--- config.mk ---
export PLATFORM = sky130hd
export DESIGN_NAME = pwm_voice_scheduler
export DESIGN_NICKNAME = d
export VERILOG_FILES = /design/src/rtl/synth_pkg.sv /design/src/rtl/pwm_env_channel.sv /design/src/rtl/pwm_voice_scheduler.sv
export SDC_FILE = /design/constraint.sdc
export NUM_CORES = 1
export LEC_CHECK = 0
export BUFFER_PORTS_ARGS = -buffer_cell sky130_fd_sc_hd__buf_4
export CORE_MARGIN = 2
export CORE_UTILIZATION = 55
export CTS_CLUSTER_DIAMETER = 30
export DETAILED_ROUTE_END_ITERATION = 8
export PLACE_DENSITY_LB_ADDON = 0.25
export RECOVER_POWER = 50
export SYNTH_ARGS = -nofsm -noshare
export SYNTH_HDL_FRONTEND = slang
export SYNTH_HIERARCHICAL = 1
export SYNTH_SLANG_ARGS = --single-unit
--- constraint.sdc ---
create_clock -name clk -period 5.6 [get_ports clk]
set_input_delay 0.28 -clock clk [delete_from_list [all_inputs] [get_ports clk]]
set_output_delay 0.28 -clock clk [all_outputs]
set_load 0.01 [all_outputs]
--- src/rtl/synth_pkg.sv ---
// rtl/synth_pkg.sv - shared types and constants for the pwm voice scheduler
package synth_pkg;
  localparam int NUM_CH   = 8;
  localparam int DATA_W   = 16;
  localparam int CH_IDX_W = 3;
  localparam int NOTE_W   = 8;

  localparam logic RESP_OK  = 1'b0;
  localparam logic RESP_ERR = 1'b1;

  typedef enum logic [1:0] {IDLE, ATTACK, SUSTAIN, RELEASE} ch_state_t;
endpackage

--- src/rtl/pwm_env_channel.sv ---
// rtl/pwm_env_channel.sv - one voice: note/target storage and linear attack/release envelope
module pwm_env_channel
  import synth_pkg::*;
#(
  parameter logic [DATA_W-1:0] STEP = 16'h0100
) (
  input  logic              clk,
  input  logic              reset,
  input  logic              tick,
  input  logic              on_load,
  input  logic              alloc,
  input  logic              off_load,
  input  logic [NOTE_W-1:0] cmd_note,
  input  logic [DATA_W-1:0] cmd_level,
  output ch_state_t         state,
  output logic [DATA_W-1:0] level,
  output logic [NOTE_W-1:0] note
);
  ch_state_t         state_n;
  logic [DATA_W-1:0] level_n;
  logic [NOTE_W-1:0] note_n;
  logic [DATA_W-1:0] target, target_n;
  logic [DATA_W:0]   up_sum;

  assign up_sum = {1'b0, level} + {1'b0, STEP};

  always_ff @(posedge clk or negedge reset) begin
    if (!reset) begin
      state  <= IDLE;
      level  <= '0;
      note   <= '0;
      target <= '0;
    end else begin
      state  <= state_n;
      level  <= level_n;
      note   <= note_n;
      target <= target_n;
    end
  end

  // A command load on this channel takes priority and swallows a coincident tick.
  always_comb begin
    state_n  = state;
    level_n  = level;
    note_n   = note;
    target_n = target;
    if (on_load) begin
      state_n  = ATTACK;
      target_n = cmd_level;
      if (alloc) begin
        note_n  = cmd_note;
        level_n = '0;
      end
    end else if (off_load) begin
      state_n = RELEASE;
    end else if (tick) begin
      case (state)
        ATTACK: begin
          if (up_sum >= {1'b0, target}) begin
            level_n = target;
            state_n = SUSTAIN;
          end else begin
            level_n = up_sum[DATA_W-1:0];
          end
        end
        RELEASE: begin
          if ({1'b0, level} <= {1'b0, STEP}) begin
            level_n = '0;
            state_n = IDLE;
          end else begin
            level_n = level - STEP;
          end
        end
        default: ;
      endcase
    end
  end
endmodule

--- src/rtl/pwm_voice_scheduler.sv ---
// rtl/pwm_voice_scheduler.sv - note-on/off voice allocator driving eight pwm duty words
module pwm_voice_scheduler
  import synth_pkg::*;
#(
  parameter int                TICK_DIV = 1000,
  parameter logic [DATA_W-1:0] STEP     = 16'h0100
) (
  input  logic                     clk,
  input  logic                     reset,
  input  logic                     cmd_valid,
  output logic                     cmd_ready,
  input  logic                     cmd_on,
  input  logic [NOTE_W-1:0]        cmd_note,
  input  logic [DATA_W-1:0]        cmd_level,
  output logic                     resp_valid,
  output logic [CH_IDX_W-1:0]      resp_ch,
  output logic                     resp_err,
  output logic [NUM_CH-1:0]        ch_busy,
  output logic [NUM_CH*DATA_W-1:0] pwm_regs
);
  ch_state_t           st    [NUM_CH];
  logic [DATA_W-1:0]   lvl   [NUM_CH];
  logic [NOTE_W-1:0]   notes [NUM_CH];
  logic [15:0]         tick_cnt;
  logic                tick;
  logic                accept;
  logic                on_hit, free_hit, off_hit;
  logic [CH_IDX_W-1:0] on_idx, free_idx, off_idx;
  logic                sel_ok, sel_alloc;
  logic [CH_IDX_W-1:0] sel_idx;

  assign tick   = (tick_cnt == 16'(TICK_DIV - 1));
  assign accept = cmd_valid & cmd_ready;

  always_ff @(posedge clk or negedge reset) begin
    if (!reset) tick_cnt <= '0;
    else        tick_cnt <= tick ? 16'd0 : tick_cnt + 16'd1;
  end

  // Descending scan so the last assignment leaves the lowest matching index.
  always_comb begin
    on_hit   = 1'b0;
    on_idx   = '0;
    free_hit = 1'b0;
    free_idx = '0;
    off_hit  = 1'b0;
    off_idx  = '0;
    for (int i = NUM_CH - 1; i >= 0; i--) begin
      if (st[i] != IDLE && notes[i] == cmd_note) begin
        on_hit = 1'b1;
        on_idx = CH_IDX_W'(i);
      end
      if (st[i] == IDLE) begin
        free_hit = 1'b1;
        free_idx = CH_IDX_W'(i);
      end
      if ((st[i] == ATTACK || st[i] == SUSTAIN) && notes[i] == cmd_note) begin
        off_hit = 1'b1;
        off_idx = CH_IDX_W'(i);
      end
    end
    if (cmd_on) begin
      sel_ok    = on_hit | free_hit;
      sel_idx   = on_hit ? on_idx : free_idx;
      sel_alloc = ~on_hit;
    end else begin
      sel_ok    = off_hit;
      sel_idx   = off_idx;
      sel_alloc = 1'b0;
    end
  end

  always_ff @(posedge clk or negedge reset) begin
    if (!reset) begin
      cmd_ready  <= 1'b1;
      resp_valid <= 1'b0;
      resp_ch    <= '0;
      resp_err   <= RESP_OK;
    end else begin
      cmd_ready  <= ~accept;
      resp_valid <= accept;
      if (accept) begin
        resp_err <= sel_ok ? RESP_OK : RESP_ERR;
        resp_ch  <= sel_ok ? sel_idx : '0;
      end
    end
  end

  for (genvar g = 0; g < NUM_CH; g++) begin : g_ch
    logic hit;
    assign hit = accept & sel_ok & (sel_idx == CH_IDX_W'(g));

    pwm_env_channel #(.STEP(STEP)) u_ch (
      .clk      (clk),
      .reset    (reset),
      .tick     (tick),
      .on_load  (hit & cmd_on),
      .alloc    (sel_alloc),
      .off_load (hit & ~cmd_on),
      .cmd_note (cmd_note),
      .cmd_level(cmd_level),
      .state    (st[g]),
      .level    (lvl[g]),
      .note     (notes[g])
    );

    assign ch_busy[g]                   = (st[g] != IDLE);
    assign pwm_regs[DATA_W*g +: DATA_W] = lvl[g];
  end
endmodule

==> impl_results.md, run 1 <==
- Yosys top cell by area: dfrtp_1
- Worst reg2reg path depth: 14
- DP Area: 0.02409 mm²
- Hold Vio Cnt, Final: 0
- Hold buffers post-CTS: 1
- Slowest stage cell, crit path: o21ai_1
- Num CTS Buffers: 83
- Prevailing post-synth register cell: dfrtp_1
- Area share of the largest cell type after synthesis: 0.3977
- Max incr delay on CP: 530 ps
- Syn Area/Cell: 9.594 µm²
- Crit-path max FO: 38
- Reg2reg setup slack: ~980 ps
- Starting DRT DRC Count: between 1500 and 2000
- CP bufs+invs: 2
- Remaining DRCs: 0
- DP HPWL: 43440 µm
- Port-buffer cells: roughly 170
- Total grt overflow: 0
- Gpl congestion: roughly 0.95
- Max clock buf depth: 3
- Arrival time worst endpoint: 5100 ps
- GRT Resource Usage Total: 0.3004
- Comb pwr share: 0.205
- Critical-path cell list: inv_1, ha_1, a211oi_1, o311ai_0, a311oi_1, o21ai_1, nand2_1, nor3_2, buf_4, nand2_1, nand2_1, o31a_1, o41ai_4, a22o_1
- Antenna viol nets, final: 0
- Clock root cell: clkbuf_16
- Register area share after synthesis: 0.3989
- P_sw: 3.415 mW
- Std-Cell Rows: 74
- # nets final: between 2000 and 3000
- RSZ-0062 raised after global routing: no
- Synth top area cells: dfrtp_1, ha_1, nand2_1
- Initial antenna violation count: 1
- Core Util, Final: 0.6518
- Hold depth: 2
- Period minus WS final: 4621 ps
- Worst Clk Skew: 26.14 ps
- Die Width: about 200 µm
- Reg2reg end: g_ch[0].u_ch/level[4]
- Clk slew on worst S/H paths: 50 ps
- Post-synth EDFFs: 0
- Max_slew headroom: -0.8602
- Internal Power: between 7 and 8 mW
- Tightest Hold Check Type: input pin to register
- P&R area growth vs syn: 17.69%
- Syn Std Cell Area: 0.02246 mm²
- Violated checks: capacitance limit, slew limit
- Post-CTS Setup Bufs: 0
- Post-route cell area: 0.02643 mm²
- Top cell by count, worst path: nand2_1
- Setup Viol. Count Final: 0
- CTS tree: done
- Post-synth top cells: dfrtp_1, nand2_1, inv_1
- Crit start category: register
- Critical path class: register to register
- Total power: 10.80 mW
- R2r startpoint: g_ch[5].u_ch/state[1]
- Setup TNS: 0 ps
- Synth async-reset ratio: 1.000
- DR vias/cell: between 6 and 7
- Pins over their slew limit: between 300 and 400
- Final worst-path cycle share: 0.8252
- Initial Util: 0.5538
- Peak supply drop: 0.0002827 V
- Flop pwr share: 0.339
- MaxCap Viol Count: 3
- Clock Sinks: roughly 360
- Crit-path leading delay family: compound AO/OA/AOI/OAI gates
- PwrDens: 408.6 mW/mm²
- Clock Power Share: 0.456
- Netlist cell types: around 100
- Largest net degree at the start of global routing: 128
- #FFs+latches synth: 358
- Yosys warnings: 6
- Drt total wl: roughly 64000 µm
- Mapped Nets: 2530
- Critical Path End Type: register
- Number of global-route vias before repair: between 15000 and 20000
- Sw Ratio: 0.3162
- Gates resized, CTS repair: 0
- Vias post-DR: 19060
- CP required: 6080 ps
- Die Ht: 206.1 µm
- Leak pwr: around 12 nW
- CORE AREA: 0.04055 mm²
- IO Count: 170
- Share of layout cells above drive strength 1: 0.1457
- Drt first pass iters: 5
- Fmax: 216.4 MHz
- DR WL/cell: 20.48 µm
- Full die area: around 0.042 mm²
- Min-Delay Endpoint: cmd_ready
- Slew @ Worst Pin: 2790 ps
- First-pass GRT wire length: 100500 µm
- Outcome: finished with violations
- Mapped Cells: 2341
- Critical Path Start: g_ch[5].u_ch/state[1]
- H-tree depth: 3
- Ant diodes: 0
- Clk_lat worst skew: 610 ps
- Hold_sp: cmd_valid
- Count leader, synth: dfrtp_1
-- cells in the final DEF, fill, tap and decap left out, drive strengths merged, types with 61 or more instances in the layout --
cell	count
nand2	252
nor3	66
ha	161
nor2	107
nand3	83
a21oi	112
a22o	61
mux2	68
o21ai	206
inv	209
dfrtp	357
clkbuf	234
xor2	82
-- through the flow --
step           hold WS (ps)  std cells  setup slack [ps]
3_3_place_gp          392.7       2964              1344
3_5_place_dp          404.9       2964              1214
6_report              39.49       3120             979.1
5_1_grt               21.81       3120             585.9
2_1_floorplan        -15.59       2341              1248
4_1_cts               16.25       3120              1127
-- worst max-delay path by stage --
| stage | endpoint | slack (ps) | cells past startpoint |
|---|---|---|---|
| after floorplan | g_ch[2].u_ch/level[0] | 1250 | 7 |
| after global placement | g_ch[2].u_ch/level[0] | 1340 | 13 |
| after detailed placement | g_ch[0].u_ch/level[12] | 1210 | 16 |
| after CTS | g_ch[0].u_ch/level[4] | 1130 | 14 |
| after global routing | g_ch[5].u_ch/level[9] | 590 | 3 |
| final | g_ch[0].u_ch/level[4] | 980 | 14 |
-- cell families (layout without fill, tap and decap cells) --
| kind of cell | Yosys count | in the layout | share of synthesized area |
|---|---|---|---|
| xor gates and xnor gates | 129 | 129 | 0.05030 |
| and+or+nand+nor | 694 | 694 | 0.1642 |
| DFF | 358 | 358 | 0.3989 |
| muxes | 124 | 124 | 0.05905 |
| adders and majority gates | 161 | 161 | 0.08969 |
| buffers and inverters | 291 | 538 | 0.05549 |
| AOI/OAI and AO/OA | 584 | 584 | 0.1824 |
-- registers in the layout (all words and copies together), names as in the netlist --
signal and flops:
cmd_ready 1, g_ch.u_ch/level 128, g_ch.u_ch/note 64, g_ch.u_ch/state 16, g_ch.u_ch/target 128, resp_ch 3
resp_err 1, resp_valid 1, tick_cnt 16
-- metal layers --
metal,routed length [µm],vias to the layer above,global-route usage,part of all wire
li1,-,8772,-,-
met1,27210,9345,0.4093,0.43
met2,29110,806,0.4685,0.46
met3,5088,139,0.05582,0.080
met4,2492,0,0.1319,0.039
met5,0,-,0,0
-- power groups by stage --
stage | registers, mW | clock network, mW | logic [mW]
global placement | 3.65 | 0 | 2.09
floorplan | 3.56 | 0 | 1.59
detailed placement | 3.67 | 0 | 2.18
finish | 3.66 | 4.93 | 2.21
CTS | 3.65 | 4.98 | 2.22
global route | 3.73 | 5.12 | 2.49
-- area by class of cell --
type	count	area, µm²
clock inverter	58	666.9
fill	3255	14120
multi-input combinational	1692	12300
inverter	198	743.2
timing repair buffer	185	885.9
tap	532	665.6
sequential	358	8960
clock buffer	97	2210
Power figures use the tool's default switching activity.
==> run 2, diff against run 1 <==
- clock period: 5.6 -> 4.8 ns (I/O delays scaled with it)
==> impl_results.md, run 2 (same netlist as run 1, synthesis figures left out) <==
- Internal Power: 8.936 mW
- Pins over their slew limit: 218
- CTS tree: done
- Flop pwr share: 0.332
- MaxCap Viol Count: 2
- Crit-path max FO: 9
- Critical-path cell list: inv_1, ha_1, inv_1, a211oi_1, o311ai_0, a311oi_1, o21ai_1, nand2_1, nor3_2, nand2_1, nand2_1, o21ai_2, a22o_1
- Initial antenna violation count: 1
- Num CTS Buffers: 85
- Drt first pass iters: 6
- Clock Sinks: approximately 360
- Slew @ Worst Pin: roughly 2700 ps
- Starting DRT DRC Count: between 1500 and 2000
- Critical path class: register to register
- Critical Path Start: g_ch[7].u_ch/state[1]
- Clock root cell: clkbuf_16
- Clock Power Share: 0.465
- CORE AREA: 0.04055 mm²
- P_sw: just under 4 mW
- Post-CTS Setup Bufs: 0
- Inst Count DP: between 2000 and 3000
- # nets final: 2724
- PwrDens: 481.6 mW/mm²
- Max incr delay on CP: 500 ps
- Total grt overflow: 0
- Arrival time worst endpoint: around 4700 ps
- Commonest non-fill, non-tap cells in the layout: dfrtp_1, nand2_1, inv_1
- Hold_sp: cmd_level[11]
- Crit start category: register
- P&R area growth vs syn: 19.15%
- Std-Cell Rows: 74
- Critical Path End Type: register
- Gpl congestion: 0.9175
- Remaining DRCs: 0
- Fmax: 239.8 MHz
- Leak pwr: 12.46 nW
- Max_slew headroom: -0.7837
- Vias post-DR: 19090
- Outcome: finished with violations
- CP required: 5290 ps
- Worst Clk Skew: 34.61 ps
- Slowest stage cell, crit path: dfrtp_1
- Share of layout cells above drive strength 1: 0.1567
- Final cell count without fillers: about 3100
- Violated checks: capacitance limit, slew limit
- Peak supply drop: 0.0004704 V
- IO Count: 170
- GRT Resource Usage Total: 0.3114
- Top cell by count, worst path: nand2_1
- Core Util, Final: 0.6599
- Largest net degree at the start of global routing: 113
- DR WL/cell: 20.90 µm
- R2r startpoint: g_ch[7].u_ch/state[1]
- DP Area: roughly 0.024 mm²
- Max clock buf depth: 3
- Drt total wl: 65550 µm
- Full die area: approximately 0.042 mm²
- Biggest regs: g_ch.u_ch/level x128, g_ch.u_ch/target x128, g_ch.u_ch/note x64
- Setup Viol. Count Final: 0
- Die Width: ~200 µm
- DR vias/cell: a little over 6
- RSZ-0062 raised after global routing: no
- Number of global-route vias before repair: 18900
- Die Ht: roughly 200 µm
- Final worst-path cycle share: 0.8688
- H-tree depth: 3
- Ant diodes: 0
- Initial Util: 0.5538
- Port-buffer cells: 169
- Tightest Hold Check Type: input pin to register
- DP HPWL: 45100 µm
- Antenna viol nets, final: 0
- Most common cell after layout, fill and taps aside: dfrtp_1
- Clk_lat worst skew: just over 600 ps
- Clk slew on worst S/H paths: 50 ps
- Period minus WS final: about 4200 ps
- Post-route cell area: roughly 0.027 mm²
- Hold Vio Cnt, Final: 0
- Sw Ratio: 0.3067
- Setup TNS: 0 ps
- Comb pwr share: 0.203
- First-pass GRT wire length: 103300 µm
[run 2: cell count changes in the layout (fill, tap and decap cells not counted), moves of 2 or more]
cell           delta
buf_4            +33
bufinv_16         +3
clkbuf_1         -17
clkbuf_16         +4
clkbuf_8          +3
clkinv_4          -2
clkinvlp_4        -2
dlygate4sd3_1     +3
inv_6             -9
[run 2: final cells by class]
cell class,instances,area [µm²]
clock buffer,108,2366
timing repair buffer,200,1085
inverter,198,743.2
clock inverter,48,639.4
fill,3337,13790
sequential,358,8960
tap,532,665.6
multi-input combinational,1692,12300
[run 2: final timing paths]
path | to | slack (ps) | cells past startpoint
max reg2reg | g_ch[1].u_ch/level[3] | 630 | 13
min reg2reg | tick_cnt[0] | 460 | 1
max | g_ch[1].u_ch/level[3] | 630 | 13
max in group asynchronous | g_ch[5].u_ch/level[2] | 970 | 3
min | g_ch[4].u_ch/target[11] | 20 | 3
min in group asynchronous | g_ch[6].u_ch/target[13] | 970 | 2
[run 2: metrics by stage]
step / total power [mW] / hold slack (ps) / worst slack (ps)
after CTS: 12.95 / 10.40 / 698.6
after global placement: 6.718 / 347.9 / 786.9
final: 12.89 / 22.55 / 629.6
after detailed placement: 6.860 / 359.0 / 727.6
after floorplan: 6.006 / -55.59 / 448.1
after global routing: 13.55 / 24.78 / 183.9
[run 2: worst max-delay path: cells and delay by family (launching register included)]
| family | cells | cell delay, ps |
|---|---|---|
| simple gates | 4 | 1490 |
| buf+inv | 2 | 210 |
| compound gates | 6 | 1620 |
| flops | 1 | 500 |
| fa+ha+maj | 1 | 210 |
[run 2: power by group through the flow]
stage / clock network [mW] / logic (mW) / registers (mW)
after floorplan: 0 / 1.85 / 4.15
after global placement: 0 / 2.46 / 4.26
after detailed placement: 0 / 2.58 / 4.28
after CTS: 6.07 / 2.62 / 4.27
after global routing: 6.23 / 2.96 / 4.36
final: 5.99 / 2.62 / 4.28
[run 2: timing repair]
item	4_1_cts	5_1_grt
resized for setup	0	0
hold buffers	4	0
hold endpoints to repair	104	0
[run 2: metal layers]
layer	vias up	track usage	wire length, µm	share of wire
li1	8817	-	-	-
met1	9427	0.4208	28530	0.44
met2	690	0.4875	29700	0.45
met3	157	0.05676	4536	0.069
met4	0	0.1434	2786	0.042
met5	-	0	0	0
==> run 3, diff against run 2 <==
- GPL_TIMING_DRIVEN: default -> 0
- clock period: 4.8 -> 4.3 ns (I/O delays scaled with it)
==> impl_results.md, run 3 (same netlist as run 1, synthesis figures left out) <==
- Outcome: finished with violations
- Violated checks: capacitance limit, slew limit
- Die Width: just over 200 µm
- Clock Sinks: 358
- Ant diodes: 0
- Total grt overflow: 0
- Clk slew on worst S/H paths: 50 ps
- Max_slew headroom: -1.160
- Full die area: 0.04247 mm²
- Pre-CTS WS: -458.6 ps
- P&R area growth vs syn: 22.56%
- RSZ-0062 raised after global routing: yes
- Tightest Hold Check Type: input pin to register
- Hold Vio Cnt, Final: 0
- Crit start category: register
- Critical path class: register to register
- Crit-path max FO: 9
- Std-Cell Rows: 74
- Most common cell after layout, fill and taps aside: dfrtp_1
- Commonest non-fill, non-tap cells in the layout: dfrtp_1, nand2_1, inv_1
- Biggest regs: g_ch.u_ch/level x128, g_ch.u_ch/target x128, g_ch.u_ch/note x64
- Final cell count without fillers: 3237
- Critical-path cell list: inv_1, ha_1, nor4_1, nand2b_1, a2111oi_2, o211ai_2, nor3_1, and4bb_1, buf_2, nand2b_1, a21oi_1, a22o_1
- Fmax: 235.5 MHz
- Setup Viol. Count Final: 0
- Number of global-route vias before repair: 19620
- Final worst-path cycle share: 0.9876
- Peak supply drop: just over 0.0005 V
- Crit-path leading delay family: simple AND/OR/NAND/NOR gates
- Remaining DRCs: 0
- CTS tree: done
- Gpl congestion: 0.9206
- Setup TNS: 0 ps
- Antenna viol nets, final: 0
- Max clock buf depth: 3
- Clk_lat worst skew: 620 ps
- Period minus WS final: 4247 ps
- Num CTS Buffers: 87
- Drt first pass iters: 8
- Slew @ Worst Pin: 3240 ps
- Max incr delay on CP: ~600 ps
- Pins over their slew limit: 55
- DP HPWL: about 46000 µm
- MaxCap Viol Count: 1
- Port-buffer cells: 168
- Drt total wl: 67750 µm
- Top cell by count, worst path: nand2b_1
- First-pass GRT wire length: 106100 µm
- Final worst slack: between 50 and 60 ps
- Starting DRT DRC Count: 1637
- Critical Path End Type: register
- CP bufs+invs: 2
- Largest net degree at the start of global routing: 115
- Leak pwr: 12.77 nW
- Worst Clk Skew: 24.50 ps
- Inst Count DP: 3047
- Initial antenna violation count: 1
- H-tree depth: 3
- Arrival time worst endpoint: 4730 ps
- Share of layout cells above drive strength 1: 0.1616
- DR WL/cell: between 20 and 25 µm
- CP required: 4780 ps
- IO Count: 170
- Clock root cell: clkbuf_16
- PwrDens: 537.4 mW/mm²
- DR vias/cell: 6.068
- Vias post-DR: 19640
- Initial Util: 0.5538
- Slowest stage cell, crit path: dfrtp_1
- CORE AREA: 0.04055 mm²
- # nets final: 2821
- GRT Resource Usage Total: 0.3201
- Die Ht: between 200 and 250 µm
run 3: changes by cell type in the layout (fill, tap and decap cells not counted), moves of 12 or more:
| cell | change |
|---|---|
| buf_2 | +24 |
| buf_4 | -41 |
| clkbuf_1 | +68 |
| buf_6 | +19 |
| nand2_1 | -12 |
| dlygate4sd3_1 | +18 |
| nand2_2 | +12 |
run 3: worst register-to-register path, delay by kind of cell (launching register included):
kind | cells | cell delay (ps)
and+or+nand+nor | 5 | 1710
AOI/OAI and AO/OA | 4 | 1290
DFF | 1 | 590
buffers and inverters | 2 | 310
adders and majority gates | 1 | 240
run 3: per-layer routing:
metal,track usage,vias to the layer above,part of all wire
li1,-,9020,-
met1,0.4243,9688,0.42
met2,0.5080,775,0.47
met3,0.06244,157,0.071
met4,0.1464,2,0.038
met5,0,-,0.00018
run 3: per-stage QoR:
step | cell area [µm²] | total power [mW] | util | hold slack (ps)
finish | 27530 | 14.79 | 0.6788 | 27.07
CTS | 27920 | 14.80 | 0.6884 | 0.9315
detailed placement | 24520 | 7.686 | 0.6047 | 168.4
global placement | 24400 | 7.503 | 0.6016 | 444.8
floorplan | 22470 | 6.705 | - | -80.59
global route | 27530 | 15.52 | 0.6788 | 19.19
run 3: where the power goes:
part | switching (mW) | leakage (nW) | total [mW] | internal (mW)
combinational | 1.84 | 6.75 | 3.03 | 1.19
sequential | 0.591 | 4.49 | 4.78 | 4.19
clock | 2.14 | 1.52 | 6.98 | 4.84
run 3: what timing repair did:
item,CTS,global route
setup buffers,0,6
hold endpoints to repair,171,0
resized for setup,8,27
endpoints found under the setup margin,80,110
pin swaps,0,2
hold buffers,22,0
run 3: final cells by class:
class                      count  area (µm²)
tap                          532       665.6
timing repair buffer         202        1124
sequential                   358        8960
buffer                        93       506.7
multi-input combinational   1692       12380
fill                        3207       13030
clock buffer                 110        2427
inverter                     198       743.2
clock inverter                52       721.9
run 3: path summary, 6_finish.rpt:
path / startpoint / endpoint / slack (ps) / cells after the start
max: g_ch[1].u_ch/state[1] / g_ch[7].u_ch/level[2] / 50 / 12
min: cmd_level[12] / g_ch[4].u_ch/target[12] / 30 / 3
max reg2reg: g_ch[1].u_ch/state[1] / g_ch[7].u_ch/level[2] / 50 / 12
min reg2reg: tick_cnt[0] / tick_cnt[0] / 460 / 1
max in group asynchronous: reset / g_ch[0].u_ch/target[6] / 730 / 4
min in group asynchronous: reset / g_ch[6].u_ch/level[13] / 1240 / 2
